[config.mk]
export PLATFORM = sky130hd
export DESIGN_NAME = instr_fetch_unit_flat
export DESIGN_NICKNAME = d
export VERILOG_FILES = /design/src/rtl/instr_fetch_unit_pkg.sv /design/src/rtl/instr_fetch_unit_if.sv /design/src/rtl/instr_fetch_unit_fetch_queue.sv /design/src/rtl/instr_fetch_unit.sv /design/src/flat_wrapper.sv
export SDC_FILE = /design/constraint.sdc
export NUM_CORES = 1
export LEC_CHECK = 0
export ABC_AREA = 1
export BUFFER_PORTS_ARGS = -buffer_cell sky130_fd_sc_hd__buf_2
export CAP_MARGIN = 20
export CORE_MARGIN = 10
export CORE_UTILIZATION = 51
export CTS_CLUSTER_DIAMETER = 40
export DETAILED_ROUTE_END_ITERATION = 8
export PLACE_DENSITY = 0.76
export SKIP_CTS_REPAIR_TIMING = 1
export SLEW_MARGIN = 20
export SYNTH_ARGS = -nofsm -noshare
export SYNTH_HDL_FRONTEND = slang
export SYNTH_SLANG_ARGS = --single-unit
[constraint.sdc]
create_clock -name clk -period 7.8 [get_ports clk]
set_input_delay 0.78 -clock clk [delete_from_list [all_inputs] [get_ports clk]]
set_output_delay 0.78 -clock clk [all_outputs]
set_load 0.05 [all_outputs]
[src/rtl/instr_fetch_unit_pkg.sv]
// Shared definitions for the instruction fetch unit.
//   - fetch_state_e : FSM encoding (FETCH / FULL_HOLD / MISS_REDIRECT)
//   - fq_entry_t    : one prefetch queue entry {pc, instr}
//   - XLEN, PC_INC  : instruction word width and sequential PC step
//   - align_pc()    : forces a target address onto a word boundary
package fetch_pkg;

  localparam int XLEN = 32;
  localparam logic [XLEN-1:0] PC_INC = 32'd4;

  typedef enum logic [1:0] {
    FETCH         = 2'd0,
    FULL_HOLD     = 2'd1,
    MISS_REDIRECT = 2'd2
  } fetch_state_e;

  typedef struct packed {
    logic [XLEN-1:0] pc;
    logic [XLEN-1:0] instr;
  } fq_entry_t;

  function automatic logic [XLEN-1:0] align_pc(input logic [XLEN-1:0] addr);
    return {addr[XLEN-1:2], 2'b00};
  endfunction

endpackage

[src/rtl/instr_fetch_unit_if.sv]
// Bus bundle around the fetch unit: cache side (pc/instr/stall), redirect
// input from later stages, decode-side valid/ready queue head, and the
// stall statistics counter.
//   master : the fetch unit itself
//   slave  : its environment (cache + decode + redirect source)
interface instr_fetch_unit_if;
  import fetch_pkg::*;

  logic [XLEN-1:0] pc;
  logic [XLEN-1:0] instr;
  logic            stall;
  logic            redirect_valid;
  logic [XLEN-1:0] redirect_pc;
  logic            fq_valid;
  logic [XLEN-1:0] fq_instr;
  logic [XLEN-1:0] fq_pc;
  logic            fq_ready;
  logic [XLEN-1:0] stall_cycles;

  modport master (
    output pc, fq_valid, fq_instr, fq_pc, stall_cycles,
    input  instr, stall, redirect_valid, redirect_pc, fq_ready
  );

  modport slave (
    input  pc, fq_valid, fq_instr, fq_pc, stall_cycles,
    output instr, stall, redirect_valid, redirect_pc, fq_ready
  );

endinterface

[src/rtl/instr_fetch_unit_fetch_queue.sv]
// fetch_queue: DEPTH-entry FIFO of {pc, instr} entries.
//   clk, rst   : clock, synchronous active-high reset (clears storage too)
//   push, pop  : enqueue wr_data / dequeue head (ignored when not possible)
//   flush      : empties the queue, wins over push and pop
//   wr_data    : entry to enqueue
//   head       : entry at the read pointer (stable while empty)
//   count      : occupancy 0..DEPTH
//   full/empty : occupancy flags
module fetch_queue
  import fetch_pkg::*;
#(
  parameter int DEPTH = 4,
  parameter int PTR_W = 2
) (
  input  logic           clk,
  input  logic           rst,
  input  logic           push,
  input  logic           pop,
  input  logic           flush,
  input  fq_entry_t      wr_data,
  output fq_entry_t      head,
  output logic [PTR_W:0] count,
  output logic           full,
  output logic           empty
);

  localparam logic [PTR_W:0] DEPTH_CNT = (PTR_W+1)'(DEPTH);

  fq_entry_t        mem [DEPTH];
  logic [PTR_W-1:0] wr_ptr_reg;
  logic [PTR_W-1:0] rd_ptr_reg;
  logic [PTR_W:0]   count_reg;
  logic             pop_ok;
  logic             push_ok;

  assign empty   = (count_reg == '0);
  assign full    = (count_reg == DEPTH_CNT);
  assign pop_ok  = pop & ~empty;
  // A full queue may still accept a push when the head leaves the same cycle.
  assign push_ok = push & (~full | pop_ok);

  always_ff @(posedge clk) begin
    if (rst || flush) begin
      wr_ptr_reg <= '0;
      rd_ptr_reg <= '0;
      count_reg  <= '0;
    end else begin
      if (push_ok) wr_ptr_reg <= wr_ptr_reg + PTR_W'(1);
      if (pop_ok)  rd_ptr_reg <= rd_ptr_reg + PTR_W'(1);
      case ({push_ok, pop_ok})
        2'b10:   count_reg <= count_reg + (PTR_W+1)'(1);
        2'b01:   count_reg <= count_reg - (PTR_W+1)'(1);
        default: count_reg <= count_reg;
      endcase
    end
  end

  // Storage is cleared on reset so the head reads as zero afterwards.
  always_ff @(posedge clk) begin
    if (rst) begin
      for (int i = 0; i < DEPTH; i++) mem[i] <= '0;
    end else if (push_ok && !flush) begin
      mem[wr_ptr_reg] <= wr_data;
    end
  end

  assign head  = mem[rd_ptr_reg];
  assign count = count_reg;

endmodule

[src/rtl/instr_fetch_unit.sv]
// instr_fetch_unit: fetch-side initiator for the instruction cache.
//   clk, rst : clock, synchronous active-high reset
//   bus      : instr_fetch_unit_if.master
//              pc out / instr, stall in          (cache)
//              redirect_valid, redirect_pc in     (later stages)
//              fq_valid, fq_instr, fq_pc out / fq_ready in (decode)
//              stall_cycles out                   (saturating miss-cycle count)
// Holds the fetch FSM, PC register, pending redirect target and stall counter;
// fetched words are buffered in fetch_queue.
module instr_fetch_unit
  import fetch_pkg::*;
#(
  parameter logic [31:0] RESET_PC = 32'h0000_0000,
  parameter int          DEPTH    = 4,
  parameter int          PTR_W    = 2
) (
  input logic               clk,
  input logic               rst,
  instr_fetch_unit_if.master bus
);

  localparam logic [PTR_W:0] DEPTH_CNT = (PTR_W+1)'(DEPTH);

  fetch_state_e    state_reg, state_next;
  logic [XLEN-1:0] pc_reg, pc_next;
  logic [XLEN-1:0] target_reg, target_next;
  logic [XLEN-1:0] stall_cnt_reg;

  logic            push, flush, pop, space;
  logic [PTR_W:0]  q_count;
  logic            q_full, q_empty;
  fq_entry_t       q_head, wr_entry;

  assign pop      = ~q_empty & bus.fq_ready;
  assign space    = (q_count < DEPTH_CNT) | pop;
  assign wr_entry = '{pc: pc_reg, instr: bus.instr};

  fetch_queue #(
    .DEPTH (DEPTH),
    .PTR_W (PTR_W)
  ) u_queue (
    .clk     (clk),
    .rst     (rst),
    .push    (push),
    .pop     (pop),
    .flush   (flush),
    .wr_data (wr_entry),
    .head    (q_head),
    .count   (q_count),
    .full    (q_full),
    .empty   (q_empty)
  );

  always_comb begin
    state_next  = state_reg;
    pc_next     = pc_reg;
    target_next = target_reg;
    push        = 1'b0;
    flush       = 1'b0;
    if (bus.redirect_valid) begin
      flush = 1'b1;
      if (bus.stall) begin
        // Keep pc stable for the refill; apply the target once the miss ends.
        target_next = align_pc(bus.redirect_pc);
        state_next  = MISS_REDIRECT;
      end else begin
        pc_next    = align_pc(bus.redirect_pc);
        state_next = FETCH;
      end
    end else begin
      case (state_reg)
        FETCH: begin
          if (!bus.stall) begin
            if (space) begin
              push    = 1'b1;
              pc_next = pc_reg + PC_INC;
            end else begin
              state_next = FULL_HOLD;
            end
          end
        end
        FULL_HOLD: begin
          // Leave without pushing; the held pc is re-fetched next cycle.
          if (!q_full || pop) state_next = FETCH;
        end
        MISS_REDIRECT: begin
          // The word returned for the stale pc is dropped.
          if (!bus.stall) begin
            pc_next    = target_reg;
            state_next = FETCH;
          end
        end
        default: state_next = FETCH;
      endcase
    end
  end

  always_ff @(posedge clk) begin
    if (rst) begin
      state_reg     <= FETCH;
      pc_reg        <= RESET_PC;
      target_reg    <= '0;
      stall_cnt_reg <= '0;
    end else begin
      state_reg  <= state_next;
      pc_reg     <= pc_next;
      target_reg <= target_next;
      if (bus.stall && stall_cnt_reg != '1) stall_cnt_reg <= stall_cnt_reg + 32'd1;
    end
  end

  assign bus.pc           = pc_reg;
  assign bus.fq_valid     = ~q_empty;
  assign bus.fq_instr     = q_head.instr;
  assign bus.fq_pc        = q_head.pc;
  assign bus.stall_cycles = stall_cnt_reg;

endmodule

[src/flat_wrapper.sv]
// flat-port wrapper written by rule: the top's interface ports become plain ports
module instr_fetch_unit_flat import fetch_pkg::*;
#(
  parameter logic [31:0] RESET_PC = 32'h0000_0000,
  parameter int          DEPTH    = 4,
  parameter int          PTR_W    = 2
)
  (clk, rst, bus_pc, bus_fq_valid, bus_fq_instr, bus_fq_pc, bus_stall_cycles, bus_instr, bus_stall, bus_redirect_valid, bus_redirect_pc, bus_fq_ready);
  instr_fetch_unit_if bus_i ();
  input logic clk;
  input logic rst;
  output wire logic [$bits(bus_i.pc)-1:0] bus_pc;
  output wire logic [$bits(bus_i.fq_valid)-1:0] bus_fq_valid;
  output wire logic [$bits(bus_i.fq_instr)-1:0] bus_fq_instr;
  output wire logic [$bits(bus_i.fq_pc)-1:0] bus_fq_pc;
  output wire logic [$bits(bus_i.stall_cycles)-1:0] bus_stall_cycles;
  input wire logic [$bits(bus_i.instr)-1:0] bus_instr;
  input wire logic [$bits(bus_i.stall)-1:0] bus_stall;
  input wire logic [$bits(bus_i.redirect_valid)-1:0] bus_redirect_valid;
  input wire logic [$bits(bus_i.redirect_pc)-1:0] bus_redirect_pc;
  input wire logic [$bits(bus_i.fq_ready)-1:0] bus_fq_ready;
  assign bus_pc = bus_i.pc;
  assign bus_fq_valid = bus_i.fq_valid;
  assign bus_fq_instr = bus_i.fq_instr;
  assign bus_fq_pc = bus_i.fq_pc;
  assign bus_stall_cycles = bus_i.stall_cycles;
  assign bus_i.instr = bus_instr;
  assign bus_i.stall = bus_stall;
  assign bus_i.redirect_valid = bus_redirect_valid;
  assign bus_i.redirect_pc = bus_redirect_pc;
  assign bus_i.fq_ready = bus_fq_ready;
  instr_fetch_unit #(.RESET_PC(RESET_PC), .DEPTH(DEPTH), .PTR_W(PTR_W)) u_core (.clk(clk), .rst(rst), .bus(bus_i));
endmodule
==> run metrics, run 1 <==
final HPWL from detailed placement=28060 µm; worst-case register-to-register setup slack=roughly 4.7 ns; Layout fillers=about 2800; total via count in the routed design=14000; type of the worst min-delay path=reg2reg; largest net degree at the start of global routing=a little over 100; Final Slew Violations=0; maximum achievable frequency=264.3 MHz; Hold Fails Final Rpt=0; Post-Syn Area=0.01664 mm²; worst IR drop on VDD=approximately 0.26 mV; number of buffers and inverters on the critical path=3; area growth from synthesis to layout=16.59%; Chip Height=200.7 µm; startpoint kind of the worst setup timing path=register; cell depth of the worst flop-to-flop path=9; final instance count without filler cells=~2600; share of the clock period used by the worst path after layout=roughly half; top area cells in the synthesized netlist=sky130_fd_sc_hd__edfxtp_1, sky130_fd_sc_hd__dfxtp_1, sky130_fd_sc_hd__nor2_1, sky130_fd_sc_hd__nand2_1, sky130_fd_sc_hd__o21ai_0; Slew HR=between 30% and 40%; list of cells traversed by the critical path=clkinv_2, buf_4, o21ai_0, o22ai_1, buf_2; Power per Cell Area=about 240 mW/mm²; Synthesis Warnings=0; starting utilization of the core area=51.42%; Clock Root Buffer=sky130_fd_sc_hd__clkbuf_16; aggregate negative setup slack=0 ns; final critical-path setup slack=4.017 ns; count of standard-cell rows=66; capturing point of the worst reg2reg path=u_core.u_queue.mem[2][12]$_SDFFCE_PN0P_; Die X-Extent=200.7 µm; min Tclk post-route=3.783 ns; number of synthesized register bits=355; number of buffer cells added on primary ports=193; global placer's final weighted congestion=0.9292; number of instances in the synthesized netlist=1935; Synth cell types=46; Iter 0 DRT Violations=a little over 1000; run status=finished clean; number of nets with antenna violations after routing=0; Max Fanout on Critical Path=74; total clock buffers created by CTS=45; per-cell via count in the routed design=5.461; clock slew at the register clock pins of the worst setup and hold paths=0.06 ns; Slew @ Worst Pin=1.035 ns; max reg flops=252; post-placement worst setup slack=4.036 ns; cell type contributing the most total cell area after synthesis=sky130_fd_sc_hd__edfxtp_1; final number of setup-violating endpoints=0; vias in the first global route=around 14000; CP Depth=5; dpl cells=2479; total die area=0.04026 mm²; leakage power total=7.795 nW; critical path data required time=7.02 ns; Placeable Area=0.03237 mm²; count of maximum capacitance violations=0; most instantiated library cell after synthesis=sky130_fd_sc_hd__nor2_1; worst clock skew=0.01753 ns; htree depth=2; buffers from clock root to sink, at most=3; beginning of the worst register-to-register path=u_core.state_reg[0]$_SDFFE_PP0P_; most frequently used flop master after synthesis=sky130_fd_sc_hd__edfxtp_1; worst-skew pair later-pin latency=0.56 ns; critical path type=reg2out; Worst path top cell family by delay=buffers and inverters; routed wire length per instance=17.83 µm; number of detailed-routing iterations run before antenna repair=5; Post-synth EDFFs=252; num ports=around 200; Layout Nets=2156; clock sink total=355; share of cells above drive strength 1=15.42%; TritonCTS clock tree=done; final routed wirelength across all metal layers=45710 µm; Post-synth ARST share=0%; share of synthesized area occupied by flip-flops and latches=57.85%; unrepaired setup endpoints after global routing=false; Slowest Stage Delay on Critical Path=0.68 ns; endpoint class of the critical path=primary output; number of remaining DRC errors=0; sequential cell area=0.009634 mm²; share of the synthesized area in the top cell type=a little under half; final total power=0.004736 W; largest register by flop count=u_core.u_queue.mem; mean area per synthesized cell=between 8 and 9 µm²; most numerous cell types in the synthesized netlist=sky130_fd_sc_hd__nor2_1, sky130_fd_sc_hd__nand2_1, sky130_fd_sc_hd__edfxtp_1; global routing usage summed across all routing layers=between 20 and 25%; Crit-path slowest cell=sky130_fd_sc_hd__buf_4; critical path capture point=bus_fq_pc[2]; Design Area, Final=between 0.015 and 0.02 mm²; first-pass GRT wire length=72220 µm; global-route congestion overflow total=0; footprint of the multi-input gates=0.005992 mm²; critical path arrival=3.00 ns; initial antenna violation count=1; post-placement cell area=0.01784 mm²
## metrics by stage
step                hold slack [ns]  util, %
floorplan                    0.4245        -
global placement             0.4338    55.13
detailed placement           0.4462    55.13
CTS                          0.4551    59.94
global route                 0.4733    59.95
finish                       0.4476    59.95
## logic make-up after synthesis
group,Yosys count,share of synthesized area [%]
and+or+nand+nor,919,22.51
AOI/OAI and AO/OA,376,12.10
DFF,355,57.85
buffers and inverters,267,6.517
xor gates and xnor gates,14,0.7367
adders and majority gates,3,0.2706
other,1,0.02253
## worst min-delay path, delay by kind of cell (launching register included)
kind	cells	cell delay (ns)
flops	1	0.30
buf+inv	1	0.05
compound gates	1	0.05
## cell type report
cell class	count	share of cell area (%)
Sequential cell	355	49.65
Inverter	156	3.024
Multi-Input combinational cell	1318	30.88
Tap cell	442	2.850
Clock inverter	32	2.025
Clock buffer	52	6.009
Timing Repair Buffer	208	5.558
Antenna cell	1	0.01289
## report_power, final
part,total [W],internal [W],switching (W)
combinational,0.000457,0.0000963,0.000360
clock,0.00214,0.00130,0.000841
sequential,0.00214,0.00210,0.0000395
## per-layer routing
metal  share of wire, %  global-route usage (%)  up-vias  routed length, µm
met3                8.1                   4.922       74               3711
met4                2.1                   6.681        0                975
met2                 48                   36.75      518              21810
met1                 42                   27.89     6638              19210
li1                   -                       -     6773                  -
met5                  0                       0        -                  0
## layout by cell type, fill, tap and decap left out, types with 3 or more instances in the layout
| cell type | n |
|---|---|
| sky130_fd_sc_hd__a211oi_1 | 4 |
| sky130_fd_sc_hd__a21oi_1 | 95 |
| sky130_fd_sc_hd__buf_2 | 193 |
| sky130_fd_sc_hd__buf_4 | 15 |
| sky130_fd_sc_hd__bufinv_16 | 6 |
| sky130_fd_sc_hd__clkbuf_1 | 5 |
| sky130_fd_sc_hd__clkbuf_16 | 45 |
| sky130_fd_sc_hd__clkinv_1 | 3 |
| sky130_fd_sc_hd__clkinv_2 | 5 |
| sky130_fd_sc_hd__clkinv_4 | 3 |
| sky130_fd_sc_hd__clkinvlp_4 | 4 |
| sky130_fd_sc_hd__conb_1 | 6 |
| sky130_fd_sc_hd__dfxtp_1 | 101 |
| sky130_fd_sc_hd__edfxtp_1 | 252 |
| sky130_fd_sc_hd__inv_1 | 148 |
| sky130_fd_sc_hd__inv_2 | 7 |
| sky130_fd_sc_hd__inv_6 | 6 |
| sky130_fd_sc_hd__inv_8 | 3 |
| sky130_fd_sc_hd__nand2_1 | 347 |
| sky130_fd_sc_hd__nand2_2 | 6 |
| sky130_fd_sc_hd__nand2_4 | 3 |
| sky130_fd_sc_hd__nand3_1 | 42 |
| sky130_fd_sc_hd__nand3b_1 | 4 |
| sky130_fd_sc_hd__nand4_1 | 6 |
| sky130_fd_sc_hd__nor2_1 | 416 |
| sky130_fd_sc_hd__nor2_2 | 7 |
| sky130_fd_sc_hd__nor2_4 | 5 |
| sky130_fd_sc_hd__nor3_1 | 73 |
| sky130_fd_sc_hd__o211ai_1 | 4 |
| sky130_fd_sc_hd__o21ai_0 | 197 |
| sky130_fd_sc_hd__o22ai_1 | 63 |
| sky130_fd_sc_hd__xor2_1 | 12 |
## worst min-delay path by stage
stage / startpoint / endpoint / slack [ns] / depth (start not counted)
after global routing: u_core.target_reg[15]$_SDFFE_PP0P_ / u_core.target_reg[15]$_SDFFE_PP0P_ / 0.47 / 2
after detailed placement: u_core.target_reg[15]$_SDFFE_PP0P_ / u_core.target_reg[15]$_SDFFE_PP0P_ / 0.45 / 2
final: u_core.target_reg[15]$_SDFFE_PP0P_ / u_core.target_reg[15]$_SDFFE_PP0P_ / 0.45 / 2
after global placement: u_core.target_reg[15]$_SDFFE_PP0P_ / u_core.target_reg[15]$_SDFFE_PP0P_ / 0.43 / 2
after CTS: u_core.target_reg[15]$_SDFFE_PP0P_ / u_core.target_reg[15]$_SDFFE_PP0P_ / 0.46 / 2
after floorplan: u_core.target_reg[15]$_SDFFE_PP0P_ / u_core.target_reg[15]$_SDFFE_PP0P_ / 0.42 / 2
No activity file was read; power rests on OpenSTA's default activity.
==> inputs of run 2 (changes only) <==
Clock period 7.8 ns to 3.6 ns, I/O delays scaled along.
==> run metrics, run 2 (synthesized netlist as in run 1, its figures left out) <==
area growth from synthesis to layout=17.42%; min Tclk post-route=3.110 ns; Layout Nets=2164; startpoint kind of the worst setup timing path=register; Hold Fails Final Rpt=0; run status=finished clean; Clock Root Buffer=sky130_fd_sc_hd__clkbuf_16; routed wire length per instance=18.06 µm; share of cells above drive strength 1=15.64%; number of remaining DRC errors=0; share of the clock period used by the worst path after layout=86.40%; global-route congestion overflow total=0; Chip Height=200.7 µm; initial antenna violation count=0; final number of setup-violating endpoints=0; worst IR drop on VDD=0.4155 mV; Design Area, Final=0.01955 mm²; beginning of the worst register-to-register path=u_core.state_reg[0]$_SDFFE_PP0P_; commonest cells after routing, fill and taps aside=sky130_fd_sc_hd__nor2_1, sky130_fd_sc_hd__nand2_1, sky130_fd_sc_hd__edfxtp_1; clock slew at the register clock pins of the worst setup and hold paths=0.06 ns; final routed wirelength across all metal layers=46440 µm; htree depth=2; Slew HR=between 30 and 40%; num ports=198; Slew @ Worst Pin=slightly below 1 ns; max reg flops=between 200 and 300; number of detailed-routing iterations run before antenna repair=5; global routing usage summed across all routing layers=22.47%; Die X-Extent=200.7 µm; total die area=roughly 0.040 mm²; total via count in the routed design=14150; count of maximum capacitance violations=0; critical path type=reg2out; Max Fanout on Critical Path=88; Power per Cell Area=525.8 mW/mm²; post-placement cell area=0.01798 mm²; Placeable Area=0.03237 mm²; number of buffer cells added on primary ports=193; critical path data required time=between 3 and 4 ns; unrepaired setup endpoints after global routing=false; type of the worst min-delay path=in2reg; worst clock skew=0.02481 ns; final HPWL from detailed placement=29050 µm; global placer's final weighted congestion=0.9474; Iter 0 DRT Violations=1212; antenna diode instance count=0; largest register by flop count=u_core.u_queue.mem; maximum achievable frequency=321.5 MHz; worst-skew pair later-pin latency=0.56 ns; buffers from clock root to sink, at most=3; final total power=0.01028 W; most common cell after layout, fill and taps aside=sky130_fd_sc_hd__nor2_1; first-pass GRT wire length=~74000 µm; count of standard-cell rows=between 60 and 70; source of the worst hold timing path=bus_redirect_pc[21]; total clock buffers created by CTS=47; vias in the first global route=13880; starting utilization of the core area=around half; number of nets with antenna violations after routing=0; largest net degree at the start of global routing=89; TritonCTS clock tree=done; clock sink total=355; per-cell via count in the routed design=5.504; endpoint class of the critical path=primary output; leakage power total=7.863 nW; critical path arrival=2.75 ns; Final Slew Violations=0
-- run 2: routing by layer --
metal / GRT usage (%) / vias up / share of wire [%]
met5: 0 / - / 0
met2: 37.88 / 558 / 48
met3: 4.325 / 84 / 7.9
met4: 6.519 / 0 / 2.1
li1: - / 6785 / -
met1: 28.85 / 6723 / 42
-- run 2: per-stage QoR --
step                      hold slack [ns]  std cells  setup TNS [ns]  util [%]  setup slack [ns]
after floorplan                    0.4245       1940          -68.81         -           -0.5461
after global placement             0.4338       2485               0     55.53            0.9541
after detailed placement           0.4433       2485               0     55.53            0.8984
after CTS                         0.05669       2571               0     60.38            0.4651
after global routing              0.07402       2571               0     60.38            0.3038
final                             0.07157       2571               0     60.38            0.4897
-- run 2: path summary, 6_finish.rpt --
path	endpoint	slack, ns	depth (start not counted)
setup / recovery	bus_fq_pc[8]	0.49	4
hold reg to reg	u_core.target_reg[15]$_SDFFE_PP0P_	0.45	2
hold / removal	u_core.target_reg[21]$_SDFFE_PP0P_	0.07	3
setup reg to reg	u_core.u_queue.mem[1][20]$_SDFFCE_PN0P_	1.19	6
-- run 2: final cells by class --
class / instances / area (µm²)
timing repair buffer: 214 / 1211
fill: 2834 / 12830
multi-input combinational: 1318 / 5992
clock inverter: 30 / 336.6
clock buffer: 56 / 1231
sequential: 355 / 9634
tap: 442 / 553.0
inverter: 156 / 586.8
-- run 2: report_power, final --
group | internal (W) | switching (W) | total [W]
clock | 0.00283 | 0.00180 | 0.00464
sequential | 0.00455 | 0.0000883 | 0.00464
combinational | 0.000221 | 0.000782 | 0.00100
total | 0.00760 | 0.00267 | 0.0103
-- run 2: critical path, stage by stage, from the launching register on --
cell and delay (ns):
sky130_fd_sc_hd__dfxtp_4 0.59, sky130_fd_sc_hd__buf_4 0.73, sky130_fd_sc_hd__o21ai_0 0.26, sky130_fd_sc_hd__o22ai_1 0.24, sky130_fd_sc_hd__buf_2 0.32
==> inputs of run 3 (changes only) <==
Settings changed: SYNTH_HIERARCHICAL set to 1.
==> run metrics, run 3 <==
global placer's final weighted congestion=0.8812; beginning of the worst register-to-register path=u_core/u_queue/count[2]$_SDFFE_PP0P_; total die area=around 0.042 mm²; cell type contributing the most total cell area after synthesis=sky130_fd_sc_hd__edfxtp_1; min Tclk post-route=3.091 ns; most numerous cell types in the synthesized netlist=sky130_fd_sc_hd__nor2_1, sky130_fd_sc_hd__nand2_1, sky130_fd_sc_hd__edfxtp_1; routed wire length per instance=17.97 µm; total clock buffers created by CTS=52; Die X-Extent=about 200 µm; maximum achievable frequency=323.5 MHz; top area cells in the synthesized netlist=sky130_fd_sc_hd__edfxtp_1, sky130_fd_sc_hd__dfxtp_1, sky130_fd_sc_hd__nor2_1, sky130_fd_sc_hd__nand2_1, sky130_fd_sc_hd__o21ai_0; worst IR drop on VDD=roughly 0.37 mV; area fraction in compound gates after synthesis=a little under an eighth; end point of the worst hold path=u_core/bus.pc[3]$_SDFFE_PP0P_; post-placement cell area=0.01850 mm²; number of detailed-routing iterations run before antenna repair=5; number of buffer cells added on primary ports=slightly below 200; leakage power total=8.344 nW; hold path depth=3; Max Fanout on Critical Path=64; critical path type=reg2reg; number of nets with antenna violations after routing=0; global-route congestion overflow total=0; share of the clock period used by the worst path after layout=between 80% and 90%; most frequently used flop master after synthesis=sky130_fd_sc_hd__edfxtp_1; final routed wirelength across all metal layers=47930 µm; Slew HR=~27%; Iter 0 DRT Violations=1132; largest register by flop count=u_core/u_queue/mem; worst clock skew=0.02035 ns; area fraction in and, or, nand and nor cells after synthesis=23.13%; Chip Height=203.8 µm; startpoint kind of the worst setup timing path=register; Power per Cell Area=526.7 mW/mm²; starting utilization of the core area=about half; critical path data required time=approximately 3.8 ns; count of standard-cell rows=67; global routing usage summed across all routing layers=22.34%; first-pass GRT wire length=about 75000 µm; critical path arrival=3.28 ns; multiplexer share of the synthesized area=0%; Design Area, Final=approximately 0.020 mm²; Synthesis Warnings=6; number of remaining DRC errors=0; clock slew at the register clock pins of the worst setup and hold paths=0.06 ns; share of the synthesized area in the top cell type=44.61%; area growth from synthesis to layout=18.01%; met1 GRT Util=roughly 28%; most instantiated library cell after synthesis=sky130_fd_sc_hd__nor2_1; Clock Root Buffer=sky130_fd_sc_hd__clkbuf_16; Synth cell types=45; htree depth=2; Post-synth ARST share=0%; Post-Syn Area=0.01723 mm²; capturing point of the worst reg2reg path=u_core/u_queue/mem[3][3]$_DFFE_PP_; endpoint class of the critical path=register; per-cell via count in the routed design=5.443; commonest cells after routing, fill and taps aside=sky130_fd_sc_hd__nor2_1, sky130_fd_sc_hd__nand2_1, sky130_fd_sc_hd__edfxtp_1; number of synthesized register bits=359; antenna diode instance count=0; mean area per synthesized cell=8.570 µm²; Slew @ Worst Pin=1.087 ns; num ports=198; share of cells above drive strength 1=17.30%; Layout fillers=2823; cell depth of the worst flop-to-flop path=15; xor/xnor share of the synthesized area=0.9656%; busiest grt layer=met2; grt met3 use=under 10%; worst-skew pair later-pin latency=0.59 ns; Final Slew Violations=0; Post-synth EDFFs=between 200 and 300; largest net degree at the start of global routing=79; vias in the first global route=about 14000; type of the worst min-delay path=in2reg; initial antenna violation count=0; share of synthesized area occupied by flip-flops and latches=a little under three fifths; Layout Nets=2251; aggregate negative setup slack=0 ns; Hold Fails Final Rpt=0; count of maximum capacitance violations=0; TritonCTS clock tree=done; clock sink total=359; run status=finished clean; main combinational cell family by area after synthesis=simple AND/OR/NAND/NOR gates; number of instances in the synthesized netlist=2011; total via count in the routed design=roughly 15000; Global Route met2 Usage=37.11%; worst-case register-to-register setup slack=0.51 ns; max reg flops=256; final HPWL from detailed placement=29820 µm; Placeable Area=0.03345 mm²; buffers from clock root to sink, at most=3; adder-cell share of the synthesized area=less than 1%; final number of setup-violating endpoints=0; most common cell after layout, fill and taps aside=sky130_fd_sc_hd__nor2_1; source of the worst hold timing path=bus_redirect_pc[3]; unrepaired setup endpoints after global routing=false
-- run 3: how the worst max path moves through the flow --
stage                                               startpoint                                  end  depth (start not counted)
after floorplan           u_core/u_queue/count[2]$_SDFFE_PP0P_   u_core/u_queue/mem[3][0]$_DFFE_PP_                         14
after global placement    u_core/u_queue/count[2]$_SDFFE_PP0P_  u_core/u_queue/mem[3][27]$_DFFE_PP_                         15
after detailed placement  u_core/u_queue/count[2]$_SDFFE_PP0P_  u_core/u_queue/mem[3][27]$_DFFE_PP_                         15
after CTS                 u_core/u_queue/count[2]$_SDFFE_PP0P_   u_core/u_queue/mem[3][4]$_DFFE_PP_                         15
after global routing      u_core/u_queue/count[2]$_SDFFE_PP0P_  u_core/u_queue/mem[3][11]$_DFFE_PP_                         15
final                     u_core/u_queue/count[2]$_SDFFE_PP0P_   u_core/u_queue/mem[3][3]$_DFFE_PP_                         15
-- run 3: through the flow --
| step | total power [W] | utilization [%] | hold slack (ns) | cells | setup WS (ns) |
|---|---|---|---|---|---|
| finish | 0.01071 | 60.81 | 0.04572 | 2668 | 0.5087 |
| CTS | 0.01077 | 60.75 | 0.03671 | 2667 | 0.5059 |
| global route | 0.01104 | 60.81 | 0.04769 | 2668 | 0.2528 |
| global placement | 0.005581 | 55.32 | 0.4354 | 2572 | 0.6417 |
| floorplan | 0.005326 | - | 0.4245 | 2015 | 0.07745 |
| detailed placement | 0.005603 | 55.32 | 0.4445 | 2572 | 0.5337 |
-- run 3: final cells by class --
class	instances	area [µm²]	share of cell area [%]
Multi-Input combinational cell	1355	6243	30.70
Sequential cell	359	9756	47.97
Inverter	184	691.9	3.402
Clock inverter	43	514.2	2.528
Timing Repair Buffer	227	1271	6.250
Tap cell	448	560.5	2.756
Clock buffer	52	1301	6.398
-- run 3: cell families after synthesis --
| kind of cell | after synthesis |
|---|---|
| xor gates and xnor gates | 19 |
| AOI/OAI and AO/OA | 367 |
| and+or+nand+nor | 961 |
| adders and majority gates | 3 |
| DFF | 359 |
| buffers and inverters | 301 |
| other | 1 |
-- run 3: critical path, cell delays in order, from the launching register on --
cell	delay, ns
sky130_fd_sc_hd__dfxtp_1	0.37
sky130_fd_sc_hd__inv_1	0.09
sky130_fd_sc_hd__nand2_1	0.10
sky130_fd_sc_hd__inv_1	0.05
sky130_fd_sc_hd__inv_1	0.06
sky130_fd_sc_hd__nand2_1	0.08
sky130_fd_sc_hd__nand2_1	0.13
sky130_fd_sc_hd__inv_1	0.07
sky130_fd_sc_hd__nor3_1	0.31
sky130_fd_sc_hd__nand2_1	0.17
sky130_fd_sc_hd__inv_1	0.10
sky130_fd_sc_hd__nand2_1	0.08
sky130_fd_sc_hd__o21ai_0	0.17
sky130_fd_sc_hd__nand2_1	0.08
sky130_fd_sc_hd__inv_2	0.05
sky130_fd_sc_hd__buf_4	0.74
-- run 3: per-layer routing --
metal / wire (µm) / up-vias
li1: - / 7007
met1: 19980 / 6860
met2: 22790 / 563
met3: 3867 / 93
met4: 1298 / 0
met5: 0 / -
-- run 3: where the power goes --
group	internal, W	switching [W]	leakage [nW]
Sequential	0.00459	0.0000973	3.49
Clock	0.00314	0.00204	0.869
Combinational	0.000192	0.000644	3.99
Total	0.00793	0.00278	8.34
